**config.mk**
```make
export PLATFORM = sky130hd
export DESIGN_NAME = ysyx_22041461_if
export DESIGN_NICKNAME = d
export VERILOG_FILES = /design/src/rtl/ysyx_22041461_if.sv
export SDC_FILE = /design/constraint.sdc
export NUM_CORES = 1
export LEC_CHECK = 0
export CORE_ASPECT_RATIO = 0.75
export CORE_MARGIN = 4
export CORE_UTILIZATION = 35
export CTS_CLUSTER_SIZE = 12
export DETAILED_ROUTE_END_ITERATION = 8
export GPL_TIMING_DRIVEN = 0
export PLACE_DENSITY = 0.69
export SYNTH_ARGS = -nofsm -noshare
export SYNTH_HDL_FRONTEND = slang
export SYNTH_SLANG_ARGS = --single-unit
```
**constraint.sdc**
```tcl
create_clock -name clk -period 15.15 [get_ports clk]
set_clock_uncertainty 0.05 [all_clocks]
set_input_delay 3.03 -clock clk [delete_from_list [all_inputs] [get_ports clk]]
set_output_delay 3.03 -clock clk [all_outputs]
set_load 0.01 [all_outputs]
```
**src/rtl/ysyx_22041461_if.sv**
```systemverilog
// Instruction fetch stage: one outstanding request, registered hand-off to ID,
// redirect from ID with kill of any in-flight response.
module ysyx_22041461_if #(
    parameter logic [63:0] RESET_PC = 64'h8000_0000
) (
    input  logic        clk,
    input  logic        rst,
    output logic        inst_req,
    output logic [63:0] inst_addr,
    input  logic        inst_ready,
    input  logic        inst_rvalid,
    input  logic [31:0] inst_rdata,
    input  logic        IF_ctrl,
    input  logic [63:0] next_pc,
    input  logic        ID_ready,
    output logic        IF_valid_out,
    output logic [31:0] inst,
    output logic [63:0] pc
);

    typedef enum logic [1:0] {
        S_FETCH = 2'd0,
        S_WAIT  = 2'd1,
        S_HOLD  = 2'd2
    } state_e;

    state_e      state_q, state_d;
    logic [63:0] fetch_pc_q, fetch_pc_d;
    logic        kill_q, kill_d;
    logic [31:0] inst_q, inst_d;
    logic [63:0] pc_q, pc_d;
    logic        valid_q, valid_d;

    always_ff @(posedge clk or posedge rst) begin
        if (rst) begin
            state_q    <= S_FETCH;
            fetch_pc_q <= RESET_PC;
            kill_q     <= 1'b0;
            inst_q     <= 32'h0000_0013;
            pc_q       <= 64'h0;
            valid_q    <= 1'b0;
        end else begin
            state_q    <= state_d;
            fetch_pc_q <= fetch_pc_d;
            kill_q     <= kill_d;
            inst_q     <= inst_d;
            pc_q       <= pc_d;
            valid_q    <= valid_d;
        end
    end

    always_comb begin
        state_d    = state_q;
        fetch_pc_d = fetch_pc_q;
        kill_d     = kill_q;
        inst_d     = inst_q;
        pc_d       = pc_q;
        valid_d    = valid_q;
        unique case (state_q)
            S_FETCH: begin
                if (IF_ctrl) begin
                    fetch_pc_d = next_pc;
                    // A request accepted alongside a redirect is stale on arrival
                    if (inst_ready) begin
                        state_d = S_WAIT;
                        kill_d  = 1'b1;
                    end
                end else if (inst_ready) begin
                    state_d = S_WAIT;
                end
            end
            S_WAIT: begin
                if (IF_ctrl) begin
                    fetch_pc_d = next_pc;
                    if (inst_rvalid) begin
                        state_d = S_FETCH;
                        kill_d  = 1'b0;
                    end else begin
                        kill_d  = 1'b1;
                    end
                end else if (inst_rvalid) begin
                    if (kill_q) begin
                        state_d = S_FETCH;
                        kill_d  = 1'b0;
                    end else begin
                        state_d = S_HOLD;
                        inst_d  = inst_rdata;
                        pc_d    = fetch_pc_q;
                        valid_d = 1'b1;
                    end
                end
            end
            S_HOLD: begin
                if (IF_ctrl) begin
                    fetch_pc_d = next_pc;
                    state_d    = S_FETCH;
                    valid_d    = 1'b0;
                end else if (ID_ready) begin
                    fetch_pc_d = fetch_pc_q + 64'd4;
                    state_d    = S_FETCH;
                    valid_d    = 1'b0;
                end
            end
            default: begin
                state_d = S_FETCH;
                valid_d = 1'b0;
            end
        endcase
    end

    assign inst_req     = (state_q == S_FETCH);
    assign inst_addr    = fetch_pc_q;
    assign IF_valid_out = valid_q;
    assign inst         = inst_q;
    assign pc           = pc_q;

endmodule

```
=== Word-level counts from Yosys, hierarchy flattened ===
Index checks and enable logic that the tools add are counted.

* Add/subtract/negate cells: 1
* Eq/ne operators: 10
* Mux-type cells: 24
* Bitwise operators: 3
* Reduce and logical (&&, ||, !) cells: 9

{| class="wikitable"
|+ Operators by type and width
! kind !! count
|-
| $mux 64 || 3
|-
| $pmux 64 s2 || 1
|-
| $add 64x3->64 const B || 1
|-
| $mux 2 || 7
|-
| $mux 1 || 10
|-
| $reduce_and 4->1 || 2
|-
| $ne 2x1->1 const B || 3
|-
| $ne 2x2->1 const B || 3
|-
| $ne 3x3->1 const B || 2
|-
| $pmux 2 s3 || 1
|-
| $reduce_and 3->1 || 2
|-
| $reduce_and 5->1 || 1
|-
| $reduce_bool 2->1 || 2
|-
| $not 1->1 || 3
|-
| $pmux 1 s3 || 1
|-
| $eq 2x1->1 const B || 1
|-
| $eq 2x2->1 const B || 1
|-
| $logic_not 2->1 || 1
|-
| $pmux 1 s2 || 1
|-
| $reduce_or 2->1 || 1
|}

* Register bits after elaboration: 164

=== Longest topological paths before layout ===
* Word-level depth: 4
* Depth in mapped cells: 9

=== Worst setup path before layout ===
OpenSTA, ideal clock, no wires.

* Path type: input port to flip-flop
* Start: in ID_ready
* End: reg fetch_pc_q[17] (netlist: inst_addr[17])
* Library setup time: 0.121 ns
* Arrival time: 4.316 ns
* Slack: 10.663 ns
* Cell stages on the path: 7
* Cell sequence: a21oi_1 -> a21o_1 -> clkbuf_1 -> clkbuf_1 -> clkbuf_1 -> a21oi_1 -> o22a_1

* Longest elaborated chain between the ends: 2

{| class="wikitable"
|+ Ends and longest elaborated chain
! item !! RTL line !! RTL
|-
| start, declared || 15 || <nowiki>input logic ID_ready,</nowiki>
|-
| $ne 3x3->1 (no line) || -- ||
|-
| $reduce_and 3->1 (no line) || -- ||
|-
| end signal, assigned || 44 || <nowiki>fetch_pc_q <= fetch_pc_d;</nowiki>
|-
| end, declared || 28 || <nowiki>logic [63:0] fetch_pc_q, fetch_pc_d;</nowiki>
|}

Every way passes these cells.
A chain may end at the register's enable or synchronous reset.

=== Final worst setup path ===
* Start: in ID_ready
* End: reg fetch_pc_q[51] (netlist: inst_addr[51])

Same word-level chain as after synthesis.

==> results.rst <==
.. list-table::
   :header-rows: 1

   * - Metric
     - Value
   * - Slowest-stage cell, CP
     - sky130_fd_sc_hd__a21oi_1
   * - Post-CTS setup repair buffer count
     - 0
   * - Launch point of the worst reg-to-reg path
     - state_q[1]
   * - Most numerous cell in the Yosys netlist
     - sky130_fd_sc_hd__dfrtp_1
   * - Leak pwr
     - between 4 and 5 nW
   * - Flop and latch count out of synthesis
     - approximately 160
   * - Worst min path class
     - flop to flop
   * - Logic pwr share
     - between 30% and 40%
   * - Via total after detailed routing
     - slightly above 8000
   * - Status
     - complete, no violations
   * - Clock net sink count
     - around 160
   * - Number of DRC markers in iteration 0
     - between 1000 and 1500
   * - Proportion of register bits with asynchronous set or reset after synthesis
     - 100.0%
   * - Vias/cell
     - around 5.8
   * - Number of iterations in the first detailed-routing pass
     - 6
   * - Most area-hungry cell type in the Yosys netlist
     - sky130_fd_sc_hd__dfrtp_1
   * - Startpoint of the most critical hold path
     - pc[44]
   * - Die X-Extent
     - around 180 um
   * - Parity-gate share of the synthesized area counting xor and xnor cells
     - 0%
   * - Placement-stage worst setup slack
     - between 9000 and 10000 ps
   * - Detailed Place HPWL
     - around 23000 um
   * - DRT Wirelength
     - approximately 32000 um
   * - Synth-to-Final Area Change
     - 44.35%
   * - Unrepaired setup endpoints after global routing
     - no
   * - Top-area cell type share of the netlist area
     - about 49%
   * - Most common flop cell mapped by yosys
     - sky130_fd_sc_hd__dfrtp_1
   * - Total GRT Usage
     - 23.93%
   * - Seq pwr share
     - roughly two fifths
   * - DIE AREA
     - ~26000 um2
   * - Clock latency on the worst-skew pair
     - 440 ps
   * - Count of nets after finishing
     - about 1200
   * - Maximum number of pins on one net before global-route repair
     - 114
   * - Worst reg2reg setup slack
     - between 10000 and 15000 ps
   * - Cell-by-cell trace of the critical path
     - clkdlybuf4s50_1, a21oi_1, a21oi_1, clkbuf_1, clkbuf_1, nand3_1, nand4_1
   * - Number of enable flip-flop cells after synthesis
     - 0
   * - Multiplexer share of the synthesized area
     - between 10% and 20%
   * - Max-cap violations
     - 0
   * - Remaining number of nets flagged by the antenna check after routing
     - 0
   * - Placeable core region
     - 23000 um2
   * - Worst path arrival time
     - between 6000 and 7000 ps
   * - Die outline height
     - 140.5 um
   * - Final worst-path cycle share
     - between 30% and 40%
   * - Final Hold Vio Count
     - 0
   * - Min cycle time layout
     - 5750 ps
   * - Htree depth
     - 4
   * - Cell count after synthesis
     - roughly 800
   * - Leading post-synthesis cells by instance count
     - 160 x sky130_fd_sc_hd__dfrtp_1, 89 x sky130_fd_sc_hd__mux2_2, 76 x sky130_fd_sc_hd__nand2_1
   * - Netlist cell types
     - 66
   * - Clock root buffer
     - sky130_fd_sc_hd__clkbuf_16
   * - PnR worst setup slack
     - around 9400 ps
   * - Critical path start-end classification
     - input port to flop
   * - Reg2Reg Capture Point
     - inst_addr[51]
   * - Sw Share
     - around a third
   * - Area fraction in compound gates after synthesis
     - 13.58%
   * - Register area share after synthesis
     - 50.17%
   * - Count of cells along the worst register-to-register path
     - 7
   * - Diode count
     - 0
   * - Critical path's largest stage delay
     - about 710 ps
   * - Residual DRC
     - 0
   * - Total congestion overflow
     - 0
   * - Buffer depth of the longest clock path
     - 2
   * - Highest ir drop seen on vdd
     - ~0.09 mV
   * - Net Switching
     - roughly 580 uW
   * - Worst Max-Slew Pin Slew
     - around 1000 ps
   * - Setup violations, final
     - 0
   * - Internal Dissipation
     - 1.244 mW
   * - Element type at the critical path start
     - input port
   * - Crit end category
     - flop
   * - Floorplan row count
     - 48
   * - Peak fanout along the critical path
     - 10
   * - Summed instance area of the synthesized netlist
     - just over 8000 um2
   * - Peak Freq
     - roughly 170 MHz
   * - Post-synthesis share of cell area spent on and, or, nand and nor gates
     - between 20% and 30%
   * - Top-level port count
     - between 200 and 300
   * - Number of port buffers
     - around 260
   * - Hold-critical path endpoint
     - pc[44]
   * - CTS tree
     - done
   * - CTS Hold Buffers Added
     - 0
   * - Net count after synthesis
     - a little under 900
   * - Power per cell area
     - between 150 and 200 nW/um2
   * - Mean routed wirelength per cell
     - roughly 23 um
   * - Filler Cell Count
     - between 2000 and 2500
   * - Worst hold slack across all endpoints
     - roughly 430 ps
   * - Routability congestion estimate from global placement
     - 0.9376
   * - Wire length of the first global-routing pass
     - 47880 um
   * - Fraction of the core area covered by cells at the end of the flow
     - approximately half
   * - Largest family of logic cells by synthesized area
     - simple AND/OR/NAND/NOR gates
   * - Final slew viol count
     - 0
   * - Clock edge transition at the registers on the reported setup and hold paths
     - 60 ps
   * - Relative slew margins
     - 30.13%
   * - Post-Synth Adder-Cell Area
     - less than 1%
   * - Hold Crit Depth
     - 2
   * - Summed negative setup slack over all endpoints
     - 0 ps
   * - Antenna violations before repair
     - 0
   * - Required time reported for the critical path endpoint
     - approximately 15000 ps
   * - Count of warnings emitted by yosys
     - 0
   * - Fraction of power consumed by the clock network
     - approximately 24%
   * - Mean cell area of the mapped netlist
     - approximately 10 um2
   * - CTS buffer count
     - 17
   * - Ratio of cells with drive above 1 in the final layout
     - between 10% and 20%
   * - Initial standard-cell utilization of the core
     - between 30% and 40%
   * - PostCTS Resize Cnt
     - 0
   * - Via count of the first global-routing pass
     - ~8000
   * - Top cells by area, synth
     - sky130_fd_sc_hd__dfrtp_1 49%, sky130_fd_sc_hd__mux2_2 12%, sky130_fd_sc_hd__nand2_1 3.5%, sky130_fd_sc_hd__nand3_1 3.0%, sky130_fd_sc_hd__a21oi_1 2.8%
[layer usage]
layer  share of wire (%)  global-route usage (%)
met1                  42                   33.61
met2                  44                   35.32
met3                  12                   8.593
met4                 1.7                   6.062
met5                   0                       0
[sequential cells by signal, summed over array words and instances, names as in the netlist]
signal,cells
pc,64
kill_q,1
inst_addr,64
state_q,2
inst,32
IF_valid_out,1
[layout make-up]
class                      count  area (um2)  share of cell area, %
clock buffer                  18       439.2                  3.715
buffer                        55       229.0                  1.937
inverter                      10       45.04                 0.3810
multi-input combinational    561        3815                  32.27
timing repair buffer         264        2660                  22.50
clock inverter                14       150.1                  1.270
tap                          300       375.4                  3.175
sequential                   164        4109                  34.75
[logic make-up (layout without fill, tap and decap cells)]
| family | Yosys count | count (layout) |
|---|---|---|
| AND/OR/NAND/NOR | 300 | 300 |
| AO/OA/AOI/OAI | 167 | 167 |
| flip-flops | 164 | 164 |
| multiplexers | 93 | 93 |
| buffers and inverters | 65 | 361 |
| adder cells (fa/ha/maj) | 1 | 1 |
[power by group through the flow]
stage | clock (mW) | combinational, mW | sequential, mW
final | 0.443 | 0.671 | 0.706
after global routing | 0.469 | 0.715 | 0.727
after CTS | 0.450 | 0.678 | 0.705
after detailed placement | 0 | 0.674 | 0.713
after global placement | 0 | 0.665 | 0.702
after floorplan | 0 | 0.194 | 0.767
[through the flow]
| step | cells | power, mW | area (um2) |
|---|---|---|---|
| finish | 1386 | 1.820 | 11820 |
| global route | 1386 | 1.911 | 11820 |
| CTS | 1386 | 1.833 | 11820 |
| detailed placement | 1354 | 1.387 | 11230 |
| global placement | 1353 | 1.367 | 11200 |
| floorplan | 790 | 0.9605 | 8190 |
[worst max path at each step]
stage,from,endpoint,slack [ps],depth (start not counted)
floorplan,rst,IF_valid_out,7640,1
global placement,rst,pc[33],5090,2
detailed placement,ID_ready,inst_addr[51],9050,7
CTS,ID_ready,inst_addr[51],9490,7
global route,ID_ready,inst_addr[13],9320,7
finish,ID_ready,inst_addr[51],9400,7
[worst max-delay path, delay by kind of cell]
family	cells	cell delay [ps]
buffers and inverters	3	1820
AOI/OAI and AO/OA	2	850
and+or+nand+nor	2	340
[cells in the final DEF (no fill, tap or decap), types with 10 or more instances in the layout]
cell,synthesis,routed
sky130_fd_sc_hd__clkdlybuf4s50_1,0,263
sky130_fd_sc_hd__dfrtp_1,160,160
sky130_fd_sc_hd__mux2_2,89,89
sky130_fd_sc_hd__nand2_1,76,76
sky130_fd_sc_hd__nand3_1,49,49
sky130_fd_sc_hd__a21oi_1,46,46
sky130_fd_sc_hd__clkbuf_1,38,38
sky130_fd_sc_hd__nor2_1,37,37
sky130_fd_sc_hd__o21ai_0,28,28
sky130_fd_sc_hd__nor3_1,26,26
sky130_fd_sc_hd__nand4_1,21,21
sky130_fd_sc_hd__and3_1,17,17
sky130_fd_sc_hd__clkbuf_16,0,17
sky130_fd_sc_hd__nor4_1,16,16
sky130_fd_sc_hd__buf_2,15,15
sky130_fd_sc_hd__o22ai_1,11,11
sky130_fd_sc_hd__a31oi_1,11,11
sky130_fd_sc_hd__or3_1,10,10
Note: power is estimated with default switching activity, not from simulation.
